--- config.mk ---
export PLATFORM = sky130hd
export DESIGN_NAME = dds_sine_gen_flat
export DESIGN_NICKNAME = d
export VERILOG_FILES = /design/src/rtl/dds_sine_gen_if.sv /design/src/rtl/dds_sine_gen.sv /design/src/flat_wrapper.sv
export SDC_FILE = /design/constraint.sdc
export NUM_CORES = 1
export LEC_CHECK = 0
export ABC_AREA = 1
export CAP_MARGIN = 40
export CORE_UTILIZATION = 50
export CTS_BUF_LIST = sky130_fd_sc_hd__clkbuf_4 sky130_fd_sc_hd__clkbuf_8
export CTS_CLUSTER_DIAMETER = 200
export DETAILED_ROUTE_END_ITERATION = 12
export PLACE_DENSITY = 0.68
export SYNTH_ARGS = -nofsm -noshare
export SYNTH_HDL_FRONTEND = slang
export SYNTH_SLANG_ARGS = --single-unit
--- constraint.sdc ---
create_clock -name sys_clk_i -period 4.95 [get_ports sys_clk_i]
set_input_delay 0.495 -clock sys_clk_i [delete_from_list [all_inputs] [get_ports sys_clk_i]]
set_output_delay 0.495 -clock sys_clk_i [all_outputs]
set_load 0.03 [all_outputs]
--- src/rtl/dds_sine_gen_if.sv ---
`default_nettype none
// ============================================================================
// Module      : dds_sine_gen_if
// Description : Register-write bus from the control block into the DDS sine
//               generator.
//               cfg_wr_i   - one-cycle write strobe
//               cfg_ch_i   - target channel index
//               cfg_sel_i  - register select (0 FTW, 1 POFF, 2 AMP, 3 reserved)
//               cfg_data_i - write data, PHASE_W bits
//               master : control block (drives the bus)
//               slave  : dds_sine_gen (receives the bus)
// Revision    : 1.0 - initial release
// ============================================================================
interface dds_sine_gen_if #(
  parameter int PHASE_W = 32
);
  logic               cfg_wr_i;
  logic [2:0]         cfg_ch_i;
  logic [1:0]         cfg_sel_i;
  logic [PHASE_W-1:0] cfg_data_i;

  modport master (
    output cfg_wr_i,
    output cfg_ch_i,
    output cfg_sel_i,
    output cfg_data_i
  );

  modport slave (
    input cfg_wr_i,
    input cfg_ch_i,
    input cfg_sel_i,
    input cfg_data_i
  );
endinterface
`default_nettype wire

--- src/rtl/dds_sine_gen.sv ---
`default_nettype none
// ============================================================================
// Module      : dds_sine_gen
// Description : Multi-channel DDS sine generator. Each channel runs a phase
//               accumulator with programmable tuning word (FTW) and phase
//               offset (POFF); all channels read one shared quarter-wave
//               table and fold it into a full offset-binary sine.
//               Ports:
//                 sys_clk_i  - system clock, rising edge
//                 sys_rst_i  - synchronous active-high reset
//                 ch_en_i    - per-channel run enable
//                 sync_i     - one-cycle pulse, clears all accumulators
//                 cfg        - register-write bus (dds_sine_gen_if.slave)
//                 dout_o     - samples, channel k at [k*DAC_W +: DAC_W]
//                 dout_vld_o - per-channel sample valid
//               Optional feature macro: DDS_AMP_SCALE_EN adds a per-channel
//               amplitude register and one extra pipeline stage
//               (latency 4 instead of 3).
// Revision    : 1.0 - initial release
// ============================================================================
module dds_sine_gen #(
  parameter int CH_NUM  = 2,
  parameter int DAC_W   = 12,
  parameter int PHASE_W = 32,
  parameter int ADDR_W  = 8,
  parameter int AMP_W   = 10
) (
  input  logic                    sys_clk_i,
  input  logic                    sys_rst_i,
  input  logic [CH_NUM-1:0]       ch_en_i,
  input  logic                    sync_i,
  dds_sine_gen_if.slave           cfg,
  output logic [CH_NUM*DAC_W-1:0] dout_o,
  output logic [CH_NUM-1:0]       dout_vld_o
);

  localparam int  c_MAG_W = DAC_W - 1;
  localparam int  c_QN    = 1 << (ADDR_W - 2);
  localparam int  c_QA_W  = ADDR_W - 1;
  localparam int  c_MID   = (1 << (DAC_W - 1)) - 1;
  localparam real c_PI    = 3.14159265358979323846;

  localparam logic [DAC_W-1:0]  c_MID_D = DAC_W'(c_MID);
  localparam logic [c_QA_W-1:0] c_QN_A  = c_QA_W'(c_QN);

  // Elaboration-time sine: Taylor series, accurate to double precision
  // over 0..pi/2, which is the only range the quarter table needs.
  function automatic real f_sin(input real x);
    real term;
    real sum;
    term = x;
    sum  = x;
    for (int n = 1; n < 12; n++) begin
      term = -term * x * x / real'((2 * n) * (2 * n + 1));
      sum  = sum + term;
    end
    return sum;
  endfunction

  // Q[i] = round-half-up(MID * sin(pi/2 * i / QN)); all values are >= 0,
  // so truncating (x + 0.5) is round-half-up.
  function automatic int f_qval(input int i);
    real ph;
    ph = c_PI / 2.0 * real'(i) / real'(c_QN);
    return $rtoi(real'(c_MID) * f_sin(ph) + 0.5);
  endfunction

  if (CH_NUM < 1 || CH_NUM > 8 || ADDR_W < 3 || AMP_W < 1 || AMP_W >= PHASE_W) begin : g_param_err
    $error("dds_sine_gen: illegal parameter combination");
  end

  // Shared quarter-wave ROM, QN+1 entries so that both 0 and the peak
  // are stored exactly and no special case is needed at the fold points.
  logic [c_MAG_W-1:0] w_qtab [c_QN+1];

  for (genvar i = 0; i <= c_QN; i++) begin : g_qtab
    localparam int c_QV = f_qval(i);
    assign w_qtab[i] = c_MAG_W'(c_QV);
  end

  for (genvar k = 0; k < CH_NUM; k++) begin : g_ch
    logic                 w_wr;
    logic [PHASE_W-1:0]   r_ftw;
    logic [PHASE_W-1:0]   r_poff;
    logic [PHASE_W-1:0]   r_acc;
    logic [PHASE_W-1:0]   w_phase;
    logic [1:0]           r_quad;
    logic [ADDR_W-3:0]    r_idx;
    logic                 r_v1;
    logic [c_QA_W-1:0]    w_qaddr;
    logic [c_MAG_W-1:0]   r_mag;
    logic                 r_neg;
    logic                 r_v2;
    logic [c_MAG_W-1:0]   w_fin_mag;
    logic                 w_fin_neg;
    logic                 w_fin_v;
    logic [DAC_W-1:0]     r_dout;
    logic                 r_vld;

    // Channel indices at or above CH_NUM never match any k, so writes to
    // them fall through with no effect.
    assign w_wr = cfg.cfg_wr_i && (cfg.cfg_ch_i == 3'(k));

    always_ff @(posedge sys_clk_i) begin
      if (sys_rst_i) begin
        r_ftw  <= '0;
        r_poff <= '0;
      end else if (w_wr) begin
        case (cfg.cfg_sel_i)
          2'd0:    r_ftw  <= cfg.cfg_data_i;
          2'd1:    r_poff <= cfg.cfg_data_i;
          default: ;
        endcase
      end
    end

    // Stage 0: accumulator. A disabled channel parks at 0 so the first
    // enabled cycle always starts from phase 0.
    always_ff @(posedge sys_clk_i) begin
      if (sys_rst_i) begin
        r_acc <= '0;
      end else if (sync_i) begin
        r_acc <= '0;
      end else if (ch_en_i[k]) begin
        r_acc <= r_acc + r_ftw;
      end else begin
        r_acc <= '0;
      end
    end

    // Stage 1: apply phase offset and split the LUT address.
    assign w_phase = r_acc + r_poff;

    always_ff @(posedge sys_clk_i) begin
      if (sys_rst_i) begin
        r_quad <= '0;
        r_idx  <= '0;
        r_v1   <= 1'b0;
      end else begin
        r_quad <= w_phase[PHASE_W-1 -: 2];
        r_idx  <= w_phase[PHASE_W-3 -: ADDR_W-2];
        r_v1   <= ch_en_i[k];
      end
    end

    // Stage 2: fold. Odd quadrants read the table mirrored, upper half
    // of the cycle is negative.
    assign w_qaddr = r_quad[0] ? (c_QN_A - {1'b0, r_idx}) : {1'b0, r_idx};

    always_ff @(posedge sys_clk_i) begin
      if (sys_rst_i) begin
        r_mag <= '0;
        r_neg <= 1'b0;
        r_v2  <= 1'b0;
      end else begin
        r_mag <= w_qtab[w_qaddr];
        r_neg <= r_quad[1];
        r_v2  <= r_v1;
      end
    end

`ifdef DDS_AMP_SCALE_EN
    localparam logic [AMP_W:0] c_UNITY = {1'b1, {AMP_W{1'b0}}};

    logic [AMP_W:0]         r_amp;
    logic [c_MAG_W+AMP_W:0] w_prod;
    logic [c_MAG_W-1:0]     r_mag_s;
    logic                   r_neg_s;
    logic                   r_v3;

    always_ff @(posedge sys_clk_i) begin
      if (sys_rst_i) begin
        r_amp <= c_UNITY;
      end else if (w_wr && cfg.cfg_sel_i == 2'd2) begin
        r_amp <= (cfg.cfg_data_i[AMP_W:0] > c_UNITY) ? c_UNITY : cfg.cfg_data_i[AMP_W:0];
      end
    end

    // Amp never exceeds unity, so the scaled magnitude fits in c_MAG_W.
    assign w_prod = (c_MAG_W+AMP_W+1)'(r_mag) * (c_MAG_W+AMP_W+1)'(r_amp);

    always_ff @(posedge sys_clk_i) begin
      if (sys_rst_i) begin
        r_mag_s <= '0;
        r_neg_s <= 1'b0;
        r_v3    <= 1'b0;
      end else begin
        r_mag_s <= c_MAG_W'(w_prod >> AMP_W);
        r_neg_s <= r_neg;
        r_v3    <= r_v2;
      end
    end

    assign w_fin_mag = r_mag_s;
    assign w_fin_neg = r_neg_s;
    assign w_fin_v   = r_v3;
`else
    assign w_fin_mag = r_mag;
    assign w_fin_neg = r_neg;
    assign w_fin_v   = r_v2;
`endif

    // Output stage: offset binary around MID; range 0..2*MID.
    always_ff @(posedge sys_clk_i) begin
      if (sys_rst_i) begin
        r_dout <= c_MID_D;
        r_vld  <= 1'b0;
      end else begin
        r_vld <= w_fin_v;
        if (!w_fin_v) begin
          r_dout <= c_MID_D;
        end else if (w_fin_neg) begin
          r_dout <= c_MID_D - {1'b0, w_fin_mag};
        end else begin
          r_dout <= c_MID_D + {1'b0, w_fin_mag};
        end
      end
    end

    assign dout_o[k*DAC_W +: DAC_W] = r_dout;
    assign dout_vld_o[k]            = r_vld;
  end

endmodule
`default_nettype wire
--- src/flat_wrapper.sv ---
// flat-port wrapper written by rule: the top's interface ports become plain ports
module dds_sine_gen_flat 
#(
  parameter int CH_NUM  = 2,
  parameter int DAC_W   = 12,
  parameter int PHASE_W = 32,
  parameter int ADDR_W  = 8,
  parameter int AMP_W   = 10
)
  (sys_clk_i, sys_rst_i, ch_en_i, sync_i, dout_o, dout_vld_o, cfg_cfg_wr_i, cfg_cfg_ch_i, cfg_cfg_sel_i, cfg_cfg_data_i);
  dds_sine_gen_if #(.PHASE_W(PHASE_W)) cfg_i ();
  input  logic sys_clk_i;
  input  logic sys_rst_i;
  input  logic [CH_NUM-1:0] ch_en_i;
  input  logic sync_i;
  output logic [CH_NUM*DAC_W-1:0] dout_o;
  output logic [CH_NUM-1:0] dout_vld_o;
  input wire logic [$bits(cfg_i.cfg_wr_i)-1:0] cfg_cfg_wr_i;
  input wire logic [$bits(cfg_i.cfg_ch_i)-1:0] cfg_cfg_ch_i;
  input wire logic [$bits(cfg_i.cfg_sel_i)-1:0] cfg_cfg_sel_i;
  input wire logic [$bits(cfg_i.cfg_data_i)-1:0] cfg_cfg_data_i;
  assign cfg_i.cfg_wr_i = cfg_cfg_wr_i;
  assign cfg_i.cfg_ch_i = cfg_cfg_ch_i;
  assign cfg_i.cfg_sel_i = cfg_cfg_sel_i;
  assign cfg_i.cfg_data_i = cfg_cfg_data_i;
  dds_sine_gen #(.CH_NUM(CH_NUM), .DAC_W(DAC_W), .PHASE_W(PHASE_W), .ADDR_W(ADDR_W), .AMP_W(AMP_W)) u_core (.sys_clk_i(sys_clk_i), .sys_rst_i(sys_rst_i), .ch_en_i(ch_en_i), .sync_i(sync_i), .cfg(cfg_i), .dout_o(dout_o), .dout_vld_o(dout_vld_o));
endmodule
; ---- After elaboration in Yosys (flattened, before gate mapping)
; Memories as Yosys holds them, arrays and structs flattened. A register that Yosys moved wholly into a read port is not among the register bits.
; Index checks and enable logic that the tools add are counted.
[totals]
regBits = 240
mem_bits_ro = 2816
input_bits = 43
out_inout_bits = 26
word_cells = 56
memories = 2
[classes]
add_sub_neg = 10
n_eq_ne = 2
mux = 4
bitwise_logic = 6
n_reduce_logical = 12
[memory_table]
columns = memory, depth, word_bits, read_ports, rd_clocked_by_memory_dff, write_ports, line
row1 = (no name shown), 128, 11, 1, 1, 0, dds_sine_gen.sv:156  ; r_mag <= w_qtab[w_qaddr];
row2 = (no name shown), 128, 11, 1, 1, 0, dds_sine_gen.sv:156
[ops]
columns = cell, count
row1 = 32-bit adder, 4
row2 = "11-bit by 11-bit adder with 12-bit output, first input constant", 2
row3 = 12-bit two-way mux, 2
row4 = "11-bit by 11-bit subtractor with 12-bit output, first input constant", 2
row5 = 7-bit NOT with 8-bit output, 2
row6 = 7-bit two-way mux, 2
row7 = "7-bit by 6-bit subtractor with 7-bit output, first input constant", 2
row8 = 2-bit AND reduction, 4
row9 = 3-bit OR reduction, 2
row10 = 1-bit NOT, 4
row11 = 2-bit OR reduction, 2
row12 = "3-bit by 1-bit equality test with 1-bit output, second input constant", 1
row13 = 3-bit zero test, 1
row14 = "2-bit by 1-bit equality test with 1-bit output, second input constant", 1
row15 = 1-bit logical AND, 2
row16 = 2-bit zero test, 1

; ---- Depth between registers and ports, before layout
[logic_depth]
depth_word = 3
depth_mapped = 16
mapped_depth_nobuf = 16

; ---- Worst setup path after synthesis
; Ideal clock, no wire load.
[synth_timing]
path_type = register -> register
from = reg u_core.g_ch[1].r_idx[0]
to = reg u_core.g_ch[1].r_mag[5]
setup_ns = 0.071
t_arrival_ns = 1.895
required_ns = 4.879
setup_slack_ns = 2.984
stages_incl_launch_ff = 17
path_buffers = 2
period_less_slack_ns = 1.966
cell_sequence = dfxtp_1 > buf_6 > inv_2 > ha_1 > inv_2 > nand2_1 > nand2_2 > nand2_2 > inv_2 > buf_4 > ha_1 > nor2_1 > o21ai_0 > nand2_1 > nand2_1 > nand2_1 > a21oi_1
[synth_between]
elab_chain_len = 3
[synth_lines]
columns = item, line
row1 = start: declaration, dds_sine_gen.sv:88  ; logic [ADDR_W-3:0] r_idx;
row2 = start signal: assignment, dds_sine_gen.sv:141  ; r_idx <= w_phase[PHASE_W-3 -: ADDR_W-2];
row3 = 7-bit by 6-bit subtractor with 7-bit output, dds_sine_gen.sv:148  ; assign w_qaddr = r_quad[0] ? (c_QN_A - {1'b0, r_idx}) : {1'b0, r_idx};
row4 = 7-bit two-way mux (*), dds_sine_gen.sv:148
row5 = 7-bit NOT with 8-bit output (implied by the code) (*), dds_sine_gen.sv:156
row6 = end: declaration, dds_sine_gen.sv:91  ; logic [c_MAG_W-1:0] r_mag;
; Every way passes the cells marked *; elsewhere a longest branch is shown, timed or not.
; A chain may end at the register's enable or synchronous reset.

; ---- Worst setup path in the final report
[layout_timing]
from = reg u_core.g_ch[1].r_idx[0]
to = reg u_core.g_ch[1].r_mag[3]
; The elaborated chain is that of the path after synthesis.

==> results.yml <==
global_route:
  gr-total-overflow: 0
  grtUsageMet1_pct: 40.1
  first_global_vias: 16900
  grt_use_met2_pct: 50.4
  grt_max_degree: 145
  gr-usage-met3_pct: 3.74
  grt_use_total_pct: 30.3
  grt_first_pass_wirelength_mm: 86.9
  grt_busiest_layer: "met2"
  antenna_found_initial: 2
setup_path:
  critPathMostFrequentCell: "inv_2"
  crit_chain: "inv_2, ha_1, inv_2, nand2_1, nand2_2, nand2_2, inv_2, nand2_1, o21ai_0, nand3_1, a21oi_1, nor2_1"
  arrival_ns: 3.21
  r2r_cells: 12
  worstPathRequired_ns: 5.41
  timing.rr.start: "u_core.g_ch[1].r_idx[0]"
  worst_setup_path_start_kind: "flip-flop"
  cpMaxStageDelayCell: "dfxtp_1"
  critPathTopFamily: "simple AND/OR/NAND/NOR gates"
  path_class: "flip-flop to flip-flop"
  cp_max_fo: 17
  r2r_slack_ns: 2.19
  reg2reg_to: "u_core.g_ch[1].r_mag[3]"
  critPathMaxStageDelay_ns: 0.58
  cp-end-kind: "flip-flop"
  crit_buf_inv: 3
die:
  dieArea_um2: 35500
  core_area_um2: 33900
  io_pins: 69
  row_count: 67
  initial_utilization_pct: 51.3
  die_h_um: 188
  fp.dieW_um: 188
pwr:
  power.switching_mw: 1.09
  seqPwrFrac_pct: 45.9
  power_mw: 4.69
  leakagePower_nw: 9.09
  internal_power_mw: 3.60
  pwr-share-comb_pct: 5.5
  p_clk_share_pct: 48.6
  power_density_nw_per_um2: 240
  swShare_pct: 23.2
  peakVddDrop_mv: 0.191
timing:
  slew_viol_final: 0
  hold_slack_ns: 0.405
  setup_viol: 0
  hold_violations: 0
  tns_ns: 0
  fin_crit_sh_pct: 55.7
  period_needed_ns: 2.76
  slew_headroom_pct: 58.7
  clock_skew_ns: 0.0368
  grt_setup_unrepaired: "false"
  worst_slew_pin_slew_ns: 0.619
  max_freq_mhz: 363
  fin_ws_ns: 2.19
cts:
  postCtsSetupBuffers: 0
  cts_sinks: 262
  clock_latency_ns: 0.60
  root_buffer: "clkbuf_8"
  cts_tree: "done"
  cts_resized: 0
  clock_path_buffers: 3
  hold_buffers: 0
  numCtsBuffers: 47
  clkTransAtPathRegs_ns: 0.06
  cts_max_level: 2
place:
  placed_area_um2: 18500
  place_inst: 3230
  gp_congestion: 0.993
  port-buffer-count: 68
  dp_hpwl_mm: 41.9
  place_ws_ns: 2.25
worst_hold_path:
  hp-start: "u_core.g_ch[0].r_mag[0]"
  hold_path_end: "u_core.g_ch[0].r_dout[0]"
  hold_depth: 1
  hp-class: "flip-flop to flip-flop"
synth:
  syn_nets: 2958
  synth-seq-area-share_pct: 30.2
  netlist_area_um2: 17400
  async_flop_share_pct: 0
  syn_inst: 2773
  ys_ff_latch: 262
  ys_types: 44
  syn_area_per_cell_um2: 6.27
  synth-main-ff-cell: "dfxtp_1"
  synth_edf_count: 0
  synth_warnings: 0
finish:
  design_area_um2: 19500
  synthToLayoutAreaGrowth_pct: 12.3
  nets: 3016
  layout.cells.non_filler: 3308
  antenna_cells: 0
  fin_util_pct: 57.7
  drive_gt1_share_pct: 4.55
drt:
  postRouteAntennaNets: 0
  wl_mm: 53.8
  routedWlPerCell_um: 16.2
  detail_route.vias_per_cell: 5.50
  drcViolationCount: 0
  num_vias: 18200
  dr.pass1.iters: 7
  drt_iter0_markers: 1422
status:
  status: "finished clean"
job:
  maxCapViolations: 0
cell type report:
cell class | count | area, um2
Clock inverter | 11 | 180
Timing Repair Buffer | 80 | 911
Inverter | 235 | 891
Clock buffer | 67 | 860
Multi-Input combinational cell | 2205 | 10900
Sequential cell | 262 | 5250
Fill cell | 3436 | 14300
Tap cell | 448 | 561
power groups by stage:
stage	clock [mW]	sequential (mW)	combinational [mW]
2_1_floorplan	0	2.19	0.145
3_3_place_gp	0	2.19	0.248
3_5_place_dp	0	2.20	0.258
4_1_cts	2.31	2.15	0.259
5_1_grt	2.42	2.15	0.288
6_report	2.28	2.15	0.259
registers in the layout (all words and copies together) (netlist names), 4 cells and up:
name,cells
u_core.g_ch.r_ftw,64
u_core.g_ch.r_mag,22
u_core.g_ch.r_acc,64
u_core.g_ch.r_idx,12
u_core.g_ch.r_dout,24
u_core.g_ch.r_quad,4
u_core.g_ch.r_poff,64
worst max-delay path by stage:
stage | startpoint | to | slack, ns | depth (start not counted)
final | u_core.g_ch[1].r_idx[0] | u_core.g_ch[1].r_mag[3] | 2.19 | 12
after global routing | u_core.g_ch[0].r_idx[0] | u_core.g_ch[0].r_mag[1] | 1.95 | 15
after detailed placement | u_core.g_ch[1].r_idx[0] | u_core.g_ch[1].r_mag[3] | 2.25 | 12
after CTS | u_core.g_ch[1].r_idx[0] | u_core.g_ch[1].r_mag[3] | 2.25 | 12
after floorplan | u_core.g_ch[1].r_idx[0] | u_core.g_ch[1].r_mag[5] | 2.98 | 16
after global placement | cfg_cfg_wr_i | u_core.g_ch[1].r_ftw[27] | 1.74 | 7
cell usage in the layout (no fill, tap or decap), types with 57 or more instances in the layout:
| cell type | count |
|---|---|
| nor2_1 | 576 |
| o21ai_0 | 268 |
| inv_1 | 219 |
| clkbuf_8 | 57 |
| nand3_1 | 181 |
| nand2_1 | 661 |
| ha_1 | 140 |
| a21oi_1 | 219 |
| dfxtp_1 | 262 |
| clkdlybuf4s50_1 | 68 |
cell usage after synthesis (2+ instances only):
cell type | n | area, um2
a211oi_1 | 2 | 15.0
a21boi_0 | 5 | 37.5
a21o_1 | 12 | 90.1
a21oi_1 | 219 | 1100
a31oi_1 | 6 | 37.5
buf_1 | 2 | 7.51
buf_2 | 19 | 95.1
buf_4 | 8 | 60.1
buf_6 | 6 | 67.6
clkbuf_1 | 35 | 131
dfxtp_1 | 262 | 5250
fa_1 | 2 | 40.0
ha_1 | 140 | 1750
inv_1 | 220 | 826
inv_2 | 12 | 45.0
nand2_1 | 661 | 2480
nand2_2 | 11 | 68.8
nand2_4 | 3 | 33.8
nand3_1 | 181 | 906
nand3_2 | 3 | 30.0
nand3_4 | 2 | 35.0
nand3b_1 | 5 | 37.5
nand4_1 | 14 | 87.6
nor2_1 | 576 | 2160
nor3_1 | 38 | 190
nor3b_1 | 2 | 15.0
nor4_1 | 2 | 12.5
o211ai_1 | 6 | 45.0
o21a_1 | 9 | 67.6
o21ai_0 | 268 | 1340
o21ai_1 | 9 | 45.0
o21bai_1 | 13 | 97.6
xnor2_1 | 6 | 52.6
xor2_1 | 4 | 35.0
worst register-to-register path, cell delays in order, from the launching register on:
cell     delay (ns)
dfxtp_1        0.58
inv_2          0.16
ha_1           0.27
inv_2          0.12
nand2_1        0.07
nand2_2        0.12
nand2_2        0.24
inv_2          0.32
nand2_1        0.20
o21ai_0        0.19
nand3_1        0.11
a21oi_1        0.20
nor2_1         0.07
per-layer routing:
layer,up-vias,share of wire [%]
met2,588,45
met5,-,0.017
met4,2,3.4
li1,9218,-
met1,8287,45
met3,114,6.0
logic make-up (layout without fill, tap and decap cells):
kind of cell | count (synthesis) | after routing | synth area share [%]
adder cells (fa/ha/maj) | 142 | 142 | 10.3
buffers and inverters | 306 | 393 | 7.28
XOR/XNOR | 10 | 10 | 0.504
AO/OA/AOI/OAI | 551 | 551 | 16.6
AND/OR/NAND/NOR | 1502 | 1502 | 35.1
flip-flops | 262 | 262 | 30.2
(Power assumes the default switching activity.)
